<file path="src/rtl/vector_pkg.sv">
// vector_pkg
//   Shared definitions for the fp16 vector datapath blocks.
//   - FP16_W      : width of one fp16 element
//   - fp16_t      : one fp16 element
//   - seq_state_t : sequencer FSM states (IDLE, ISSUE, DRAIN, RESP)
//   - tag_width() : width needed to hold a beat index (at least 1 bit)
package vector_pkg;

   localparam int FP16_W = 16;

   typedef logic [FP16_W-1:0] fp16_t;

   typedef enum logic [1:0] {
      IDLE  = 2'd0,
      ISSUE = 2'd1,
      DRAIN = 2'd2,
      RESP  = 2'd3
   } seq_state_t;

   // A single-beat vector still needs a one-bit tag so that the tracker
   // and the beat counter never become zero-width.
   function automatic int tag_width(input int n);
      return (n > 1) ? $clog2(n) : 1;
   endfunction

endpackage

</file>
<file path="src/rtl/lat_tracker.sv">
// lat_tracker
//   Fixed-latency tag pipeline. A tag pushed in one cycle reaches the head
//   DEPTH cycles later, lining up with the lane result it belongs to.
//   Ports:
//     CLK, nRST          clock, synchronous active-low reset
//     push_valid/push_tag tag entering the pipe this cycle
//     head_valid/head_tag tag that is DEPTH cycles old
//     empty               no valid tag anywhere in the pipe
module lat_tracker
   import vector_pkg::*;
#(
   parameter int DEPTH = 3,
   parameter int TAG_W = 2
) (
   input  logic             CLK,
   input  logic             nRST,
   input  logic             push_valid,
   input  logic [TAG_W-1:0] push_tag,
   output logic             head_valid,
   output logic [TAG_W-1:0] head_tag,
   output logic             empty
);

   logic [DEPTH-1:0] vld;
   logic [TAG_W-1:0] tag [DEPTH];

   // Shift every cycle whether or not anything is pushed, so a slot's age
   // always equals its position. Reset drops every in-flight tag, which is
   // what makes lane results from an aborted operation harmless.
   always_ff @(posedge CLK) begin
      if (!nRST) begin
         vld <= '0;
         for (int i = 0; i < DEPTH; i++) begin
            tag[i] <= '0;
         end
      end else begin
         vld[0] <= push_valid;
         tag[0] <= push_tag;
         for (int i = 1; i < DEPTH; i++) begin
            vld[i] <= vld[i-1];
            tag[i] <= tag[i-1];
         end
      end
   end

   assign head_valid = vld[DEPTH-1];
   assign head_tag   = tag[DEPTH-1];
   assign empty      = ~|vld;

endmodule

</file>
<file path="src/rtl/vaddsub_seq.sv">
// vaddsub_seq
//   Whole-vector fp16 add/sub sequencer in front of LANES external vaddsub
//   lanes. Accepts a request, issues LANES elements per cycle, gathers the
//   lane results after LAT cycles and returns the full vector.
//   Ports:
//     CLK, nRST                 clock, synchronous active-low reset
//     req_valid/req_ready       request handshake
//     req_sub, req_a, req_b     operation (1 = A-B) and operand vectors
//     resp_valid/resp_ready     response handshake
//     resp_out                  result vector (element i at [16i+:16])
//     resp_ovf, resp_ovf_mask   overflow summary and per-element flags
//     lane_en, lane_sub         lane enable and add/sub control
//     lane_a, lane_b            lane operands for the current beat
//     lane_out, lane_ovf        lane results and overflow flags
module vaddsub_seq
   import vector_pkg::*;
#(
   parameter int VLEN  = 16,
   parameter int LANES = 4,
   parameter int LAT   = 3
) (
   input  logic                    CLK,
   input  logic                    nRST,
   input  logic                    req_valid,
   output logic                    req_ready,
   input  logic                    req_sub,
   input  logic [VLEN*FP16_W-1:0]  req_a,
   input  logic [VLEN*FP16_W-1:0]  req_b,
   output logic                    resp_valid,
   input  logic                    resp_ready,
   output logic [VLEN*FP16_W-1:0]  resp_out,
   output logic                    resp_ovf,
   output logic [VLEN-1:0]         resp_ovf_mask,
   output logic                    lane_en,
   output logic                    lane_sub,
   output logic [LANES*FP16_W-1:0] lane_a,
   output logic [LANES*FP16_W-1:0] lane_b,
   input  logic [LANES*FP16_W-1:0] lane_out,
   input  logic [LANES-1:0]        lane_ovf
);

   localparam int BEATS  = VLEN / LANES;
   localparam int TAG_W  = tag_width(BEATS);
   localparam int BEAT_W = LANES * FP16_W;
   localparam logic [TAG_W-1:0] LAST_BEAT = TAG_W'(BEATS - 1);

   seq_state_t        state;
   logic [TAG_W-1:0]  beat;
   logic              sub_q;
   logic [BEAT_W-1:0] a_q   [BEATS];
   logic [BEAT_W-1:0] b_q   [BEATS];
   logic [BEAT_W-1:0] res_q [BEATS];
   logic [LANES-1:0]  ovf_q [BEATS];

   logic              issuing;
   logic              head_valid;
   logic [TAG_W-1:0]  head_tag;
   logic              trk_empty;
   logic              last_capture;

   assign issuing = (state == ISSUE);

   // The tracker carries each issued beat index down a LAT-deep pipe so the
   // head lines up with the lane outputs produced for that beat.
   lat_tracker #(
      .DEPTH (LAT),
      .TAG_W (TAG_W)
   ) u_tracker (
      .CLK        (CLK),
      .nRST       (nRST),
      .push_valid (issuing),
      .push_tag   (beat),
      .head_valid (head_valid),
      .head_tag   (head_tag),
      .empty      (trk_empty)
   );

   // The final beat is being captured on this edge, so after it the buffer
   // is complete; leaving DRAIN here gives the response one cycle after the
   // last capture without waiting for the tracker to shift out.
   assign last_capture = head_valid && (head_tag == LAST_BEAT);

   // FSM, beat counter, operand latch and result buffer. The capture is
   // written before the state case so that a new request's buffer clear
   // on acceptance always wins over anything the lanes present that cycle.
   always_ff @(posedge CLK) begin
      if (!nRST) begin
         state <= IDLE;
         beat  <= '0;
         sub_q <= 1'b0;
         for (int i = 0; i < BEATS; i++) begin
            a_q[i]   <= '0;
            b_q[i]   <= '0;
            res_q[i] <= '0;
            ovf_q[i] <= '0;
         end
      end else begin
         if (head_valid) begin
            res_q[head_tag] <= lane_out;
            ovf_q[head_tag] <= lane_ovf;
         end

         unique case (state)
            IDLE: begin
               if (req_valid) begin
                  sub_q <= req_sub;
                  beat  <= '0;
                  for (int i = 0; i < BEATS; i++) begin
                     a_q[i]   <= req_a[i*BEAT_W +: BEAT_W];
                     b_q[i]   <= req_b[i*BEAT_W +: BEAT_W];
                     res_q[i] <= '0;
                     ovf_q[i] <= '0;
                  end
                  state <= ISSUE;
               end
            end
            ISSUE: begin
               if (beat == LAST_BEAT) begin
                  beat  <= '0;
                  state <= DRAIN;
               end else begin
                  beat <= beat + TAG_W'(1);
               end
            end
            DRAIN: begin
               if (last_capture || trk_empty) begin
                  state <= RESP;
               end
            end
            RESP: begin
               if (resp_ready) begin
                  state <= IDLE;
               end
            end
            default: state <= IDLE;
         endcase
      end
   end

   // Handshake and lane drive are pure functions of state; lane operands
   // are forced to zero whenever no beat is being issued.
   assign req_ready  = (state == IDLE);
   assign resp_valid = (state == RESP);
   assign lane_en    = issuing;
   assign lane_sub   = issuing & sub_q;
   assign lane_a     = issuing ? a_q[beat] : '0;
   assign lane_b     = issuing ? b_q[beat] : '0;

   // Flatten the per-beat buffers into the element-ordered response.
   for (genvar g = 0; g < BEATS; g++) begin : g_resp
      assign resp_out[g*BEAT_W +: BEAT_W]     = res_q[g];
      assign resp_ovf_mask[g*LANES +: LANES]  = ovf_q[g];
   end

   assign resp_ovf = |resp_ovf_mask;

endmodule
</file>
<file path="config.mk">
export PLATFORM = sky130hd
export DESIGN_NAME = vaddsub_seq
export DESIGN_NICKNAME = d
export VERILOG_FILES = /design/src/rtl/vector_pkg.sv /design/src/rtl/lat_tracker.sv /design/src/rtl/vaddsub_seq.sv
export SDC_FILE = /design/constraint.sdc
export NUM_CORES = 1
export LEC_CHECK = 0
export CAP_MARGIN = 20
export CELL_PAD_IN_SITES_DETAIL_PLACEMENT = 0
export CELL_PAD_IN_SITES_GLOBAL_PLACEMENT = 1
export CORE_AREA = 2 2 389 391
export CTS_BUF_LIST = sky130_fd_sc_hd__clkbuf_8
export CTS_CLUSTER_SIZE = 12
export DETAILED_ROUTE_END_ITERATION = 7
export DIE_AREA = 0 0 391 393
export PLACE_DENSITY = 0.61
export SLEW_MARGIN = 20
export SYNTH_ARGS = -nofsm -noshare
export SYNTH_HDL_FRONTEND = slang
export SYNTH_HIERARCHICAL = 1
export SYNTH_SLANG_ARGS = --single-unit
</file>
<file path="constraint.sdc">
create_clock -name CLK -period 9.4 [get_ports CLK]
set_input_delay 0.94 -clock CLK [delete_from_list [all_inputs] [get_ports CLK]]
set_output_delay 0.94 -clock CLK [all_outputs]
set_load 0.02 [all_outputs]
</file>
=== Word-level counts from Yosys, hierarchy flattened ===
Memory sizes are Yosys's and may differ from the RTL's. A register that Yosys moved wholly into a read port is not among the register bits.
Index checks and enable logic that the tools add are counted.

* Add/subtract/negate cells: 1
* Bitwise gates (word level): 44
* Equality and inequality tests: 17
* Muxes and demuxes: 48
* Reduce and logical (&&, ||, !) cells: 12

{| class="wikitable"
|+ Operators with widths
! kind !! number
|-
| two-way mux 64 bit || 15
|-
| OR reduction 64 bit || 1
|-
| two-way mux 2 bit || 15
|-
| equality test 2 bit (second input constant) || 12
|-
| two-way mux 4 bit || 5
|-
| OR 1 bit || 19
|-
| AND 1 bit || 17
|-
| OR reduction 16 bit || 1
|-
| two-way mux 1 bit || 11
|-
| NOT 1 bit || 8
|-
| case mux 2 bit (4 select lines) || 1
|-
| inequality test 2 x 1 -> 1 bit (second input constant) || 2
|-
| inequality test 2 bit (second input constant) || 2
|-
| case mux 2 bit (2 select lines) || 1
|-
| AND reduction 2 bit || 2
|-
| AND reduction 4 bit || 1
|-
| OR reduction 4 bit || 1
|-
| OR reduction 3 bit || 1
|-
| adder 2 x 1 -> 2 bit (second input constant) || 1
|-
| equality test 2 x 1 -> 1 bit (second input constant) || 1
|-
| zero test 2 bit || 1
|-
| nonzero test 2 bit || 1
|-
| logical AND 1 bit || 1
|-
| zero test 1 bit || 1
|-
| logical OR 1 bit || 1
|}

* Register bits after elaboration: 8
* Output and inout port bits: 405
* Input port bits: 585
* Memories kept: 5
* Memory bits (writable): 790

{| class="wikitable"
|+ Memory list
! name !! depth !! bits a word !! read ports !! clocked after memory_dff !! write ports !! RTL line !! text
|-
| a_q || 4 || 64 || 1 || 1 || 4 || vaddsub_seq.sv:50 || <nowiki>logic [BEAT_W-1:0] a_q [BEATS];</nowiki>
|-
| b_q || 4 || 64 || 1 || 1 || 4 || vaddsub_seq.sv:51 || <nowiki>logic [BEAT_W-1:0] b_q [BEATS];</nowiki>
|-
| res_q || 4 || 64 || 4 || 0 || 4 || vaddsub_seq.sv:52 || <nowiki>logic [BEAT_W-1:0] res_q [BEATS];</nowiki>
|-
| ovf_q || 4 || 4 || 4 || 0 || 4 || vaddsub_seq.sv:53 || <nowiki>logic [LANES-1:0] ovf_q [BEATS];</nowiki>
|-
| u_tracker.tag || 3 || 2 || 3 || 0 || 3 || lat_tracker.sv:25 || <nowiki>logic [TAG_W-1:0] tag [DEPTH];</nowiki>
|}

=== Longest topological paths before layout ===
* Depth after elaboration: 12
* Depth in mapped cells: 8
* Mapped depth without buffers: 6

=== Hierarchy ===
Netlist, hierarchy kept.

{| class="wikitable"
|+ Modules (own cells, without submodules)
! module !! area an instance (um^2) !! times used !! cells an instance !! sequential area each (um^2)
|-
| vaddsub_seq || 33,166.8 || 1 || 2,004 || 23,682.7
|-
| lat_tracker || 256.5 || 1 || 21 || 180.2
|}

=== Worst setup path before layout ===
No wires, ideal clock.

* Kind: in2reg
* From: input nRST
* To: memory ovf_q[0][0] (enable)
* Path slack: 300 ps
* Cell stages on the path: 5
* Data required time: 8,678 ps
* Arrival: 8,378 ps
* Cell sequence: a21boi_4 > inv_2 > nor4b_4 > buf_6 > nand2b_1

{| class="wikitable"
|+ RTL lines
! element !! RTL line !! text
|-
| start: declaration || vaddsub_seq.sv:23 || <nowiki>input logic nRST,</nowiki>
|-
| end: declaration || vaddsub_seq.sv:53 ||
|}

==> out/qor.csv <==
stage,metric,value,unit
cells_and_area,layoutNonFillerInstCount,5130,
cts,clk_latency,0.83,ns
min_path,hp-start,u_tracker/tag[0][0],
cts,cts_made_buffers,150,
sta,min_period_over_period,0.523,
job,drv_cap,0,
pwr,p_comb_frac,0.265,
min_path,min_delay_path_depth,1,
detailed_routing,drc,0,
floorplan,start_util,0.224,
logic_synthesis,syn_nets,2616,
pwr,clkPwrFrac,0.277,
grt,grt_pass1_vias,21628,
worst_setup_path,cp.arrival,3.98,ns
min_path,worst_hold_path_type,reg2reg,
pwr,pwr-share-seq,0.458,
cells_and_area,num-fill-cells,14880,
detailed_routing,routed_wl,116,mm
detailed_routing,vias_per_cell,4.01,
logic_synthesis,synth_top_area_share,0.704,
sta,hold_ws,0.441,ns
floorplan,rows,142,
cts,cts_tree,yes,
sta,rsz0062_at_grt,no,
detailed_routing,drtIter0Drc,1005,
cts,cts_buffer_depth,3,
pwr,netSwitchingPower,3.43,mW
placement,placedCellCount,4854,
cells_and_area,multi_input_area,0.00906,mm^2
cts,cts_root_buffer,clkbuf_8,
floorplan,die_height,393,um
outcome,status,"finished, final reports clean",
detailed_routing,vias,20575,
worst_setup_path,critPathKind,reg2out,
grt,grtUsageTotal,0.146,
cts,cts_resized,0,
sta,finalHoldViolations,0,
cts,cts_setup_buffers,0,
min_path,holdPathEnd,u_tracker/tag[0][2],
logic_synthesis,synth_top_cell_by_area,edfxtp_1,
worst_setup_path,ff2ff_path_depth,6,
logic_synthesis,synth-seq-cells,800,
pwr,leakage,17.6,nW
logic_synthesis,syn-instance-count,2025,
grt,grt_pass1_wl,158,mm
detailed_routing,routedWlPerCell,22.6,um
cts,ctsHoldBuffers,0,
sta,min_period,4.92,ns
pwr,switching_share,0.303,
logic_synthesis,syn-mean-instance-area,16.5,um^2
cells_and_area,seqCellArea,0.0239,mm^2
detailed_routing,postRouteAntennaNets,0,
cts,cts.clk_slew.worst_paths,0.06,ns
sta,fin_setup_tns,0,ns
floorplan,io_pins,990,
cells_and_area,drive_gt1_frac,0.110,
grt,antenna_found_initial,44,
sta,worstMarginPinSlew,1.07,ns
floorplan,chipWidth,391,um
logic_synthesis,ys_seq_area_frac,0.714,
sta,max_freq,0.203,GHz
logic_synthesis,netlist_area,0.0334,mm^2
placement,globalplace.congestion,0.791,
cts,htree_levels,4,
worst_setup_path,endpoint_kind,output port,
sta,max_slew_margin,0.289,
cells_and_area,fin_nets,3653,
worst_setup_path,path_max_fanout,54,
placement,dp_hpwl,82.3,mm
grt,grt.overflow.total,0,
sta,fin_skew,0.0297,ns
sta,setup_viol,0,
logic_synthesis,ys_warn_count,6,
worst_setup_path,r2r_slack,5.57,ns
worst_setup_path,rr_endpoint,a_q[1][31],
worst_setup_path,regToRegStartpoint,state[0],
detailed_routing,firstDrtPassIters,5,
floorplan,core-area,0.149,mm^2
grt,grt_max_degree,244,
pwr,p_int,7.89,mW
worst_setup_path,cp-start-kind,flop,
cells_and_area,final_common_cell,clkdlybuf4s50_1,
cts,clkSinkCount,800,
logic_synthesis,ys_types,36,
sta,slew_viol_final,0,
floorplan,die-area,0.154,mm^2
logic_synthesis,ys_top_cells_by_area,"edfxtp_1 70%, and2_1 17%, mux4_2 8.6%",
cells_and_area,layout_common_cells,"989 x clkdlybuf4s50_1, 922 x and2_1, 784 x edfxtp_1",
pwr,power.density,235,mW/mm^2
pwr,irDropWorstVdd,108,uV
placement,io_buffers,989,
worst_setup_path,cp.required,8.46,ns
cells_and_area,fin_util,0.323,
cells_and_area,area_growth,44.3,%
-- through the flow --
stage                     cell area [um^2]  total power [mW]  setup WS (ns)
after detailed placement             45500              8.35           4.66
after global routing                 48200              11.9           4.24
after global placement               45500              8.32           4.75
final                                48200              11.3           4.48
after floorplan                      33400              6.83          0.300
after CTS                            48200              11.6           4.22
-- sequential cells by signal, indices dropped and copies added (netlist names), named ones only --
name and cells:
a_q 256, b_q 256, beat 2, ovf_q 16, res_q 256, state 2, sub_q 1, u_tracker/tag 6
u_tracker/vld 3
-- layer usage --
metal / wire [um] / GRT usage / up-vias
met4: 3330 / 0.0571 / 30
met5: 207 / 0 / -
met1: 42600 / 0.159 / 10204
li1: - / - / 9380
met3: 10500 / 0.0572 / 169
met2: 59000 / 0.255 / 792
-- cell usage after synthesis (all sizes together) --
cell and count:
nor3 2, a21boi 1, ha 6, edfxtp 784, nor4 4, nand2 4, nand2b 2, buf 23
mux2i 2, dfxtp 16, nand4 1, and3 1, clkbuf 106, nand3 1, a32oi 2, nor2 2
or2 1, o21ba 1, nor4b 1, and4b 1, or2b 1, mux4 128, a2111oi 1, inv 3
nor2b 6, o41ai 1, and2 922, o21ai 1, a22o 1
-- cells by family (layout without fill, tap and decap cells) --
kind of cell,Yosys count,in the layout,synth area share
simple gates,949,949,0.178
flops,800,800,0.714
buf+inv,132,1271,0.0164
mux,130,130,0.0868
compound gates,8,8,0.00236
fa+ha+maj,6,6,0.00225
other cells,0,22,0
-- critical path, cell delays in order, from the launching register on --
cell and delay, ns:
dfxtp_4 0.74, buf_4 0.75, mux4_2 0.59, and2_1 0.22
clkdlybuf4s50_1 0.62
-- final cells by class --
class | instances | area share
sequential | 800 | 0.495
timing repair buffer | 1014 | 0.210
multi-input combinational | 1093 | 0.188
tap | 1944 | 0.0504
clock buffer | 150 | 0.0428
clock inverter | 104 | 0.0123
antenna | 22 | 0.00114
inverter | 3 | 0.000389
-- power groups by stage --
stage / clock, mW / combinational, mW / sequential (mW)
after floorplan: 0 / 1.31 / 5.52
after global placement: 0 / 3.07 / 5.25
after detailed placement: 0 / 3.08 / 5.27
after CTS: 3.27 / 3.09 / 5.21
after global routing: 3.40 / 3.21 / 5.27
final: 3.13 / 3.00 / 5.19
-- worst max-delay path by stage --
stage,start,endpoint,slack [ns],cells past startpoint
floorplan,nRST,ovf_q[0][0],0.30,5
CTS,flop,lane_b[0],4.22,4
finish,flop,lane_b[0],4.48,4
global route,flop,lane_b[0],4.24,4
global placement,nRST,a_q[1][29],4.75,5
detailed placement,nRST,a_q[3][29],4.66,5
(Power assumes the default switching activity.)
